**src/rtl/operand_fetch_pkg.sv**
```systemverilog
// Shared decode-side types: datapath widths, forwarding source tags and the ID/EX payload.
package operand_fetch_pkg;

    localparam int unsigned XLEN        = 32;
    localparam int unsigned RA_W        = 5;
    localparam int unsigned STALL_CNT_W = 16;

    typedef enum logic [2:0] {
        FWD_ZERO,
        FWD_EX,
        FWD_MEM,
        FWD_WB,
        FWD_RF
    } fwd_src_e;

    typedef struct packed {
        logic [XLEN-1:0] pc;
        logic [XLEN-1:0] rs1_data;
        logic [XLEN-1:0] rs2_data;
        logic [RA_W-1:0] rd_addr;
        logic            rd_we;
        logic            is_load;
    } idex_t;

endpackage

```
**src/rtl/operand_fetch_fwd_mux.sv**
```systemverilog
// Per-operand forwarding select: x0, then youngest producer (EX, MEM, WB), then regfile.
module operand_fetch_fwd_mux
    import operand_fetch_pkg::*;
(
    input  logic [RA_W-1:0] addr,
    input  logic [XLEN-1:0] rf_data,
    input  logic [RA_W-1:0] ex_rd_addr,
    input  logic            ex_we,
    input  logic [XLEN-1:0] ex_data,
    input  logic [RA_W-1:0] mem_rd_addr,
    input  logic            mem_we,
    input  logic [XLEN-1:0] mem_data,
    input  logic [RA_W-1:0] wb_rd_addr,
    input  logic            wb_we,
    input  logic [XLEN-1:0] wb_data,
    output logic [XLEN-1:0] data_c,
    output fwd_src_e        src_c
);

    always_comb begin
        src_c  = FWD_RF;
        data_c = rf_data;
        if (addr == '0) begin
            src_c  = FWD_ZERO;
            data_c = '0;
        end else if (ex_we && (ex_rd_addr == addr)) begin
            src_c  = FWD_EX;
            data_c = ex_data;
        end else if (mem_we && (mem_rd_addr == addr)) begin
            src_c  = FWD_MEM;
            data_c = mem_data;
        end else if (wb_we && (wb_rd_addr == addr)) begin
            // The regfile still shows the old value during its write cycle.
            src_c  = FWD_WB;
            data_c = wb_data;
        end
    end

endmodule

```
**src/rtl/operand_fetch.sv**
```systemverilog
// Operand fetch: regfile read, EX/MEM/WB forwarding, load-use stall and the ID/EX register.
module operand_fetch
    import operand_fetch_pkg::*;
(
    input  logic                   clk,
    input  logic                   rst_n,
    input  logic                   in_valid,
    output logic                   in_ready,
    input  logic [XLEN-1:0]        in_pc,
    input  logic [RA_W-1:0]        in_rs1_addr,
    input  logic [RA_W-1:0]        in_rs2_addr,
    input  logic                   in_rs1_used,
    input  logic                   in_rs2_used,
    input  logic [RA_W-1:0]        in_rd_addr,
    input  logic                   in_rd_we,
    input  logic                   in_is_load,
    output logic [RA_W-1:0]        rf_rs1_addr,
    output logic [RA_W-1:0]        rf_rs2_addr,
    input  logic [XLEN-1:0]        rf_rs1_data,
    input  logic [XLEN-1:0]        rf_rs2_data,
    input  logic [RA_W-1:0]        ex_rd_addr,
    input  logic                   ex_we,
    input  logic                   ex_is_load,
    input  logic [XLEN-1:0]        ex_data,
    input  logic [RA_W-1:0]        mem_rd_addr,
    input  logic                   mem_we,
    input  logic [XLEN-1:0]        mem_data,
    input  logic [RA_W-1:0]        wb_rd_addr,
    input  logic                   wb_we,
    input  logic [XLEN-1:0]        wb_data,
    input  logic                   flush,
    output logic                   out_valid,
    input  logic                   out_ready,
    output logic [XLEN-1:0]        out_pc,
    output logic [XLEN-1:0]        out_rs1_data,
    output logic [XLEN-1:0]        out_rs2_data,
    output logic [RA_W-1:0]        out_rd_addr,
    output logic                   out_rd_we,
    output logic                   out_is_load,
    output logic [STALL_CNT_W-1:0] stall_count
);

    logic [XLEN-1:0]        rs1_fwd, rs2_fwd;
    fwd_src_e               rs1_src, rs2_src;
    logic                   hazard_c, adv_c;
    logic                   out_valid_q, out_valid_d;
    idex_t                  payload_q, payload_d;
    logic [STALL_CNT_W-1:0] stall_cnt_q, stall_cnt_d;

    assign rf_rs1_addr = in_rs1_addr;
    assign rf_rs2_addr = in_rs2_addr;

    operand_fetch_fwd_mux u_rs1_fwd (
        .addr        (in_rs1_addr),
        .rf_data     (rf_rs1_data),
        .ex_rd_addr  (ex_rd_addr),
        .ex_we       (ex_we),
        .ex_data     (ex_data),
        .mem_rd_addr (mem_rd_addr),
        .mem_we      (mem_we),
        .mem_data    (mem_data),
        .wb_rd_addr  (wb_rd_addr),
        .wb_we       (wb_we),
        .wb_data     (wb_data),
        .data_c      (rs1_fwd),
        .src_c       (rs1_src)
    );

    operand_fetch_fwd_mux u_rs2_fwd (
        .addr        (in_rs2_addr),
        .rf_data     (rf_rs2_data),
        .ex_rd_addr  (ex_rd_addr),
        .ex_we       (ex_we),
        .ex_data     (ex_data),
        .mem_rd_addr (mem_rd_addr),
        .mem_we      (mem_we),
        .mem_data    (mem_data),
        .wb_rd_addr  (wb_rd_addr),
        .wb_we       (wb_we),
        .wb_data     (wb_data),
        .data_c      (rs2_fwd),
        .src_c       (rs2_src)
    );

    // An EX-sourced operand from a load is not ready yet; FWD_EX already excludes x0.
    assign hazard_c = in_valid && ex_is_load &&
                      ((in_rs1_used && (rs1_src == FWD_EX)) ||
                       (in_rs2_used && (rs2_src == FWD_EX)));
    assign adv_c    = !out_valid_q || out_ready;
    assign in_ready = rst_n && (flush || (adv_c && !hazard_c));

    always_comb begin
        out_valid_d = out_valid_q;
        payload_d   = payload_q;
        stall_cnt_d = stall_cnt_q;
        if (flush) begin
            out_valid_d = 1'b0;
        end else if (adv_c && in_valid && !hazard_c) begin
            out_valid_d        = 1'b1;
            payload_d.pc       = in_pc;
            payload_d.rs1_data = rs1_fwd;
            payload_d.rs2_data = rs2_fwd;
            payload_d.rd_addr  = in_rd_addr;
            payload_d.rd_we    = in_rd_we;
            payload_d.is_load  = in_is_load;
        end else if (adv_c) begin
            out_valid_d = 1'b0;
        end
        if (hazard_c && adv_c && !flush && (stall_cnt_q != '1)) begin
            stall_cnt_d = stall_cnt_q + STALL_CNT_W'(1);
        end
    end

    always_ff @(posedge clk or negedge rst_n) begin
        if (!rst_n) begin
            out_valid_q <= 1'b0;
            payload_q   <= '0;
            stall_cnt_q <= '0;
        end else begin
            out_valid_q <= out_valid_d;
            payload_q   <= payload_d;
            stall_cnt_q <= stall_cnt_d;
        end
    end

    assign out_valid    = out_valid_q;
    assign out_pc       = payload_q.pc;
    assign out_rs1_data = payload_q.rs1_data;
    assign out_rs2_data = payload_q.rs2_data;
    assign out_rd_addr  = payload_q.rd_addr;
    assign out_rd_we    = payload_q.rd_we;
    assign out_is_load  = payload_q.is_load;
    assign stall_count  = stall_cnt_q;

endmodule

```
**config.mk**
```make
export PLATFORM = sky130hd
export DESIGN_NAME = operand_fetch
export DESIGN_NICKNAME = d
export VERILOG_FILES = /design/src/rtl/operand_fetch_pkg.sv /design/src/rtl/operand_fetch_fwd_mux.sv /design/src/rtl/operand_fetch.sv
export SDC_FILE = /design/constraint.sdc
export NUM_CORES = 1
export LEC_CHECK = 0
export BUFFER_PORTS_ARGS = -buffer_cell sky130_fd_sc_hd__buf_2
export CORE_AREA = 2 2 143 145
export CTS_CLUSTER_DIAMETER = 200
export CTS_CLUSTER_SIZE = 8
export DETAILED_ROUTE_END_ITERATION = 8
export DIE_AREA = 0 0 145 147
export GPL_ROUTABILITY_DRIVEN = 0
export PLACE_DENSITY = 0.73
export SKIP_CTS_REPAIR_TIMING = 1
export SLEW_MARGIN = 5
export SYNTH_ARGS = -nofsm -noshare
export SYNTH_HDL_FRONTEND = slang
export SYNTH_HIERARCHICAL = 1
export SYNTH_SLANG_ARGS = --single-unit
```
**constraint.sdc**
```tcl
create_clock -name clk -period 1.8 [get_ports clk]
set_input_delay 0.09 -clock clk [delete_from_list [all_inputs] [get_ports clk]]
set_output_delay 0.09 -clock clk [all_outputs]
set_load 0.01 [all_outputs]
```
# ---- Word-level counts from Yosys, hierarchy flattened
# Index checks and enable logic that the tools add are counted.
dict set report totals {
  regBits 120
  inputBits 235
  word_cells 65
}
dict set report classes {
  addsub 1
  n_eq_ne 9
  muxes 19
  bitwise 1
  n_reduce_logical 27
}
# op n
set ops {}
lappend ops {{32-bit two-way mux} 8}
lappend ops {{5-bit equality test} 6}
lappend ops {{3-bit two-way mux} 8}
lappend ops {{1-bit logical AND} 17}
lappend ops {{16-bit by 1-bit adder with 16-bit output (second input constant)} 1}
lappend ops {{16-bit inequality test (second input constant)} 1}
lappend ops {{5-bit zero test} 2}
lappend ops {{3-bit by 1-bit equality test with 1-bit output (second input constant)} 2}
lappend ops {{1-bit zero test} 3}
lappend ops {{1-bit logical OR} 3}
lappend ops {{1-bit two-way mux} 3}
lappend ops {{3-bit nonzero test} 1}
lappend ops {{2-bit AND reduction} 1}
lappend ops {{1-bit inverter} 1}

# ---- Longest topological paths before layout
dict set report logic_depth {
  depth_word 14
  depth_mapped 13
  ltp_nobuf 10
}

# ---- Cells and area by module
# Netlist, hierarchy kept.
# mod n_inst cells_per_inst area_each_um2
set by_module_without_submodules {}
lappend by_module_without_submodules {operand_fetch 1 302 4981.0}
lappend by_module_without_submodules {operand_fetch_fwd_mux 2 187 1440.1}

# ---- Worst setup path after synthesis
# No wires, ideal clock.
dict set report synth_timing {
  kind {input -> register}
  startpoint {input port in_rs1_addr[1]}
  endpoint {register stall_cnt_q[13] (netlist: stall_count[13])}
  setup_time_ns 0.127
  arrival_ns 2.174
  slack_ns -0.501
  path_stages 13
  path_buffers 3
  cell_sequence {xor2_1 nor4_1 nand3_1 buf_6 buf_6 o21ai_1 and2_1 and4bb_1 o2111ai_1 a31oi_2 buf_4 nand4_1 xnor2_1}
}
dict set report synth_via {
  elab_chain_cells 13
  elab_cells_between_ends 18
  classes_between {4 x eq/ne; 4 x mux; 10 x reduce/logical}
}
# element line
set synth_lines {}
lappend synth_lines {{from (decl)} operand_fetch.sv:10} ;# input logic [RA_W-1:0] in_rs1_addr,
lappend synth_lines {{5-bit equality test} operand_fetch_fwd_mux.sv:32} ;# end else if (wb_we && (wb_rd_addr == addr)) begin
lappend synth_lines {{1-bit logical AND} operand_fetch_fwd_mux.sv:32}
lappend synth_lines {{3-bit two-way mux} operand_fetch_fwd_mux.sv:32}
lappend synth_lines {{3-bit two-way mux} operand_fetch_fwd_mux.sv:29} ;# end else if (mem_we && (mem_rd_addr == addr)) begin
lappend synth_lines {{3-bit two-way mux} operand_fetch_fwd_mux.sv:26} ;# end else if (ex_we && (ex_rd_addr == addr)) begin
lappend synth_lines {{3-bit two-way mux (*)} operand_fetch_fwd_mux.sv:23} ;# if (addr == '0) begin
lappend synth_lines {{via rs1_src[0]} operand_fetch.sv:44} ;# fwd_src_e rs1_src, rs2_src;
lappend synth_lines {{3-bit by 1-bit equality test with 1-bit output (*)} operand_fetch.sv:87} ;# ((in_rs1_used && (rs1_src == FWD_EX)) ||
lappend synth_lines {{1-bit logical AND (*)} operand_fetch.sv:87}
lappend synth_lines {{1-bit logical OR (*)} operand_fetch.sv:87}
lappend synth_lines {{1-bit logical AND (*)} operand_fetch.sv:86} ;# assign hazard_c = in_valid && ex_is_load &&
lappend synth_lines {{1-bit logical AND (*) (3 in a row)} operand_fetch.sv:109} ;# if (hazard_c && adv_c && !flush && (stall_cnt_q != '1)) begin
lappend synth_lines {{to (signal assigned)} operand_fetch.sv:122} ;# stall_cnt_q <= stall_cnt_d;
lappend synth_lines {{to (decl)} operand_fetch.sv:48} ;# logic [STALL_CNT_W-1:0] stall_cnt_q, stall_cnt_d;
# The timed path passes the listed nets; every way through them passes the cells marked *.
# A chain may end at the register's enable or synchronous reset.

# ---- Worst setup path after layout
dict set report layout_timing {
  startpoint {input port in_rs1_addr[2]}
  endpoint {register payload_q (netlist bit out_rs1_data[12])}
}
dict set report layout_via {
  elab_chain_cells 13
  elab_cells_between_ends 22
  classes_between {4 x eq/ne; 8 x mux; 10 x reduce/logical}
}
# element line
set layout_lines {}
lappend layout_lines {{5-bit equality test} operand_fetch_fwd_mux.sv:32}
lappend layout_lines {{1-bit logical AND} operand_fetch_fwd_mux.sv:32}
lappend layout_lines {{3-bit two-way mux} operand_fetch_fwd_mux.sv:32}
lappend layout_lines {{3-bit two-way mux} operand_fetch_fwd_mux.sv:29}
lappend layout_lines {{3-bit two-way mux} operand_fetch_fwd_mux.sv:26}
lappend layout_lines {{3-bit two-way mux (*)} operand_fetch_fwd_mux.sv:23}
lappend layout_lines {{via rs1_src[1]} operand_fetch.sv:44}
lappend layout_lines {{3-bit by 1-bit equality test with 1-bit output (*)} operand_fetch.sv:87}
lappend layout_lines {{1-bit logical AND (*)} operand_fetch.sv:87}
lappend layout_lines {{1-bit logical OR (*)} operand_fetch.sv:87}
lappend layout_lines {{1-bit logical AND (*)} operand_fetch.sv:86}
lappend layout_lines {{1-bit zero test (*)} operand_fetch.sv:98} ;# end else if (adv_c && in_valid && !hazard_c) begin
lappend layout_lines {{1-bit logical AND (*)} operand_fetch.sv:98}
lappend layout_lines {{2-bit AND reduction (no line) (*)} --}
lappend layout_lines {{to (signal assigned)} operand_fetch.sv:121} ;# payload_q <= payload_d;
lappend layout_lines {{to (decl)} operand_fetch.sv:47} ;# idex_t payload_q, payload_d;
# Marked as above.

==> metrics <==
status=finished with violations; failing checks=negative setup slack; Die Wd=145 um; io pins=about 370; clk buf depth=2; post-synthesis sequential area ratio=about two fifths; final worst path period need=roughly 2200 ps; Synth Area per Inst=~12 sq um; Final Util=59.0%; Yosys cell types=37; TritonCTS Sinks=between 100 and 150; residual DRC count=0; PortBufs=365; Stages on worst setup path=13; fin crit share=122%; CP required=approximately 2100 ps; Nets=1,344; H-tree depth=4; worst setup margin=-393 ps; filler-free cell count of the finished design=1,391; Crit path max-delay family=simple AND/OR/NAND/NOR gates; type of origin of the critical path=input pin; GRT Util Overall=25.5%; Yosys reg bits=120; CP max FO=10; Multi-input gate area=about 0.0045 sq mm; worst hold start=ex_data[28]; Worst-Skew Late Latency=roughly 420 ps; clk root buf=clkbuf_16; hold crit path type=in -> reg; Fin Hold WS=51.5 ps; global-route wire length before repair=roughly 43,000 um; peak supply drop=between 0.6 and 0.7 mV; Register Area=roughly 0.003 sq mm; Setup CP Type=in -> reg; Critical Path Most Common Cell=buf_4; global route total overflow=0; pre-CTS setup slack=-764 ps; DIE AREA=0.0213 sq mm; Synth area leaders=dfrtp_1 (38%), mux2_4 (11%), mux2i_1 (8.1%); Hold Path Stages=4; worst reg2reg path depth=7; initial antenna violation count=2; Slew HR=around 56%; ANT nets after route=0; core area=slightly below 0.02 sq mm; slowest library cell on the worst path=mux2_4; Iteration-0 DRC Markers=around 370; Worst Path Buf+Inv=5; Cells after Synth=between 600 and 700; crit path launch=in_rs1_addr[2]; TritonCTS clock tree=yes; Synth Cell Area=slightly below 0.008 sq mm; Detailed Routing Iterations Pass 1=7; FP Rows=52; DP HPWL=just over 20,000 um; crit path cell chain=buf_4, xor2_1, nor4_2, nand3_2, buf_6, a21oi_2, and4bb_2, o21ai_4, buf_4, nand3_4, buf_4, clkbuf_16, mux2_4; largest stage delay on the critical path=300 ps; number of global-route vias before repair=7,690; MaxCap Viol Count=0; Routed wire per std cell=roughly 22 um; vias per std cell=approximately 5.6; setup TNS=-38,670 ps; YS warnings=6; initial core utilization=between 30% and 40%; Slew Limit Fails=0; f_max=0.456 GHz; share of cells above drive strength 1=56.8%; nature of the critical path endpoint=register; area leader, netlist=dfrtp_1; worst r2r src=stall_count[1]; Slew @ Worst Pin=between 600 and 700 ps; Hold Vio Cnt, Final=0; RSZ-0062 raised after global routing=yes; WP data arrival=around 2500 ps; placed insts=1,292; setup violators final=120; largest net degree at the start of global routing=60; P per Cell Area=835 mW/mm^2; # fillers=1,598; post-route clock skew=approximately 8.2 ps; syn_nets=a little over 900; post-synth top area share=between 30% and 40%; wirelength, routed=slightly above 30,000 um; TritonCTS Buffers=17; Syn-to-layout area delta=49.0%; clk slew on worst S/H paths=60 ps; Die Ht=approximately 150 um; detailed-route via count=between 7,000 and 8,000; Leakage=slightly below 6 nW
worst paths after layout:
path,to,slack (ps)
worst max-delay path,out_rs1_data[12],-390
worst min-delay path,out_rs2_data[28],50
worst max register to register,stall_count[12],120
worst min register to register,out_rs1_data[31],500
max in group asynchronous,out_rs2_data[17],980
min in group asynchronous,stall_count[14],200
metrics by stage:
step | total power (W) | instance area, sq um
2_1_floorplan | 0.00471 | 7900
3_3_place_gp | 0.00580 | 10000
3_5_place_dp | 0.00587 | 10000
4_1_cts | 0.00952 | 10600
5_1_grt | 0.0102 | 11700
6_report | 0.00978 | 11700
tightest hold or removal path: cells and delay by family:
kind | cells | cell delay, ps
mux | 1 | 130
simple gates | 1 | 60
buf+inv | 1 | 100
compound gates | 1 | 60
report_power, final:
part	internal, W	total [W]	switching (W)
Clock	0.00234	0.00364	0.00130
Combinational	0.00147	0.00270	0.00123
Sequential	0.00317	0.00345	0.000279
per-layer routing:
metal | routed length (um) | global-route usage [%] | vias to the layer above
met1 | 11800 | 31.2 | 3794
met2 | 15100 | 43.4 | 463
met4 | 922 | 10.0 | 2
met3 | 2400 | 6.34 | 80
li1 | - | - | 3418
met5 | 8 | 0 | -
state kept, by name, summed over array words and instances, names as in the netlist:
name	count
out_rd_we	1
out_rs1_data	32
out_rd_addr	5
out_pc	32
stall_count	16
out_is_load	1
out_rs2_data	32
out_valid	1
logic make-up (layout without fill, tap and decap cells):
kind of cell	count (synthesis)	after routing	share of synthesized area, %
mux	168	168	25.9
other cells	0	1	0
flops	120	120	38.2
simple gates	195	195	15.9
compound gates	75	75	7.35
xor+xnor	44	44	4.90
fa+ha+maj	1	1	0.159
buf+inv	73	517	7.67
cells in the final DEF, fill, tap and decap left out, drive strengths merged, types with 2 or more instances in the layout:
cell type | netlist | layout
a21oi | 2 | 2
and2 | 6 | 6
and3 | 9 | 9
and4bb | 2 | 2
buf | 66 | 437
bufinv | 0 | 4
clkbuf | 6 | 26
clkinv | 0 | 6
clkinvlp | 0 | 2
dfrtp | 120 | 120
dlygate4sd3 | 0 | 41
mux2 | 104 | 104
mux2i | 64 | 64
nand2 | 14 | 14
nand3 | 74 | 74
nand4 | 72 | 72
nor2 | 5 | 5
nor3 | 3 | 3
nor4 | 7 | 7
o211ai | 64 | 64
o21a | 3 | 3
o21ai | 4 | 4
xnor2 | 18 | 18
xor2 | 26 | 26
Yosys cell counts:
master     count
a21oi_1        2
a31oi_2        1
and2_1         6
and3_1         9
and4_1         1
and4bb_1       2
buf_12         6
buf_2         20
buf_4         25
buf_6         15
clkbuf_1       6
dfrtp_1      120
ha_1           1
inv_1          1
mux2_2        45
mux2_4        59
mux2i_1       64
nand2_1       14
nand2b_1       1
nand3_1       49
nand3_2       25
nand4_1       72
nor2_1         5
nor2b_1        1
nor3_1         2
nor3_2         1
nor4_1         3
nor4_2         4
o2111ai_1      1
o211ai_1      60
o211ai_2       4
o21a_1         3
o21ai_0        1
o21ai_1        2
o21ai_2        1
xnor2_1       18
xor2_1        26
layout make-up:
type	instances	share of cell area, %
multi-input combinational	483	38.4
clock inverter	12	1.51
antenna	1	0.0214
clock buffer	19	3.78
sequential	120	25.6
tap	270	2.88
timing repair buffer	485	27.7
inverter	1	0.0320
(Power assumes the default switching activity.)
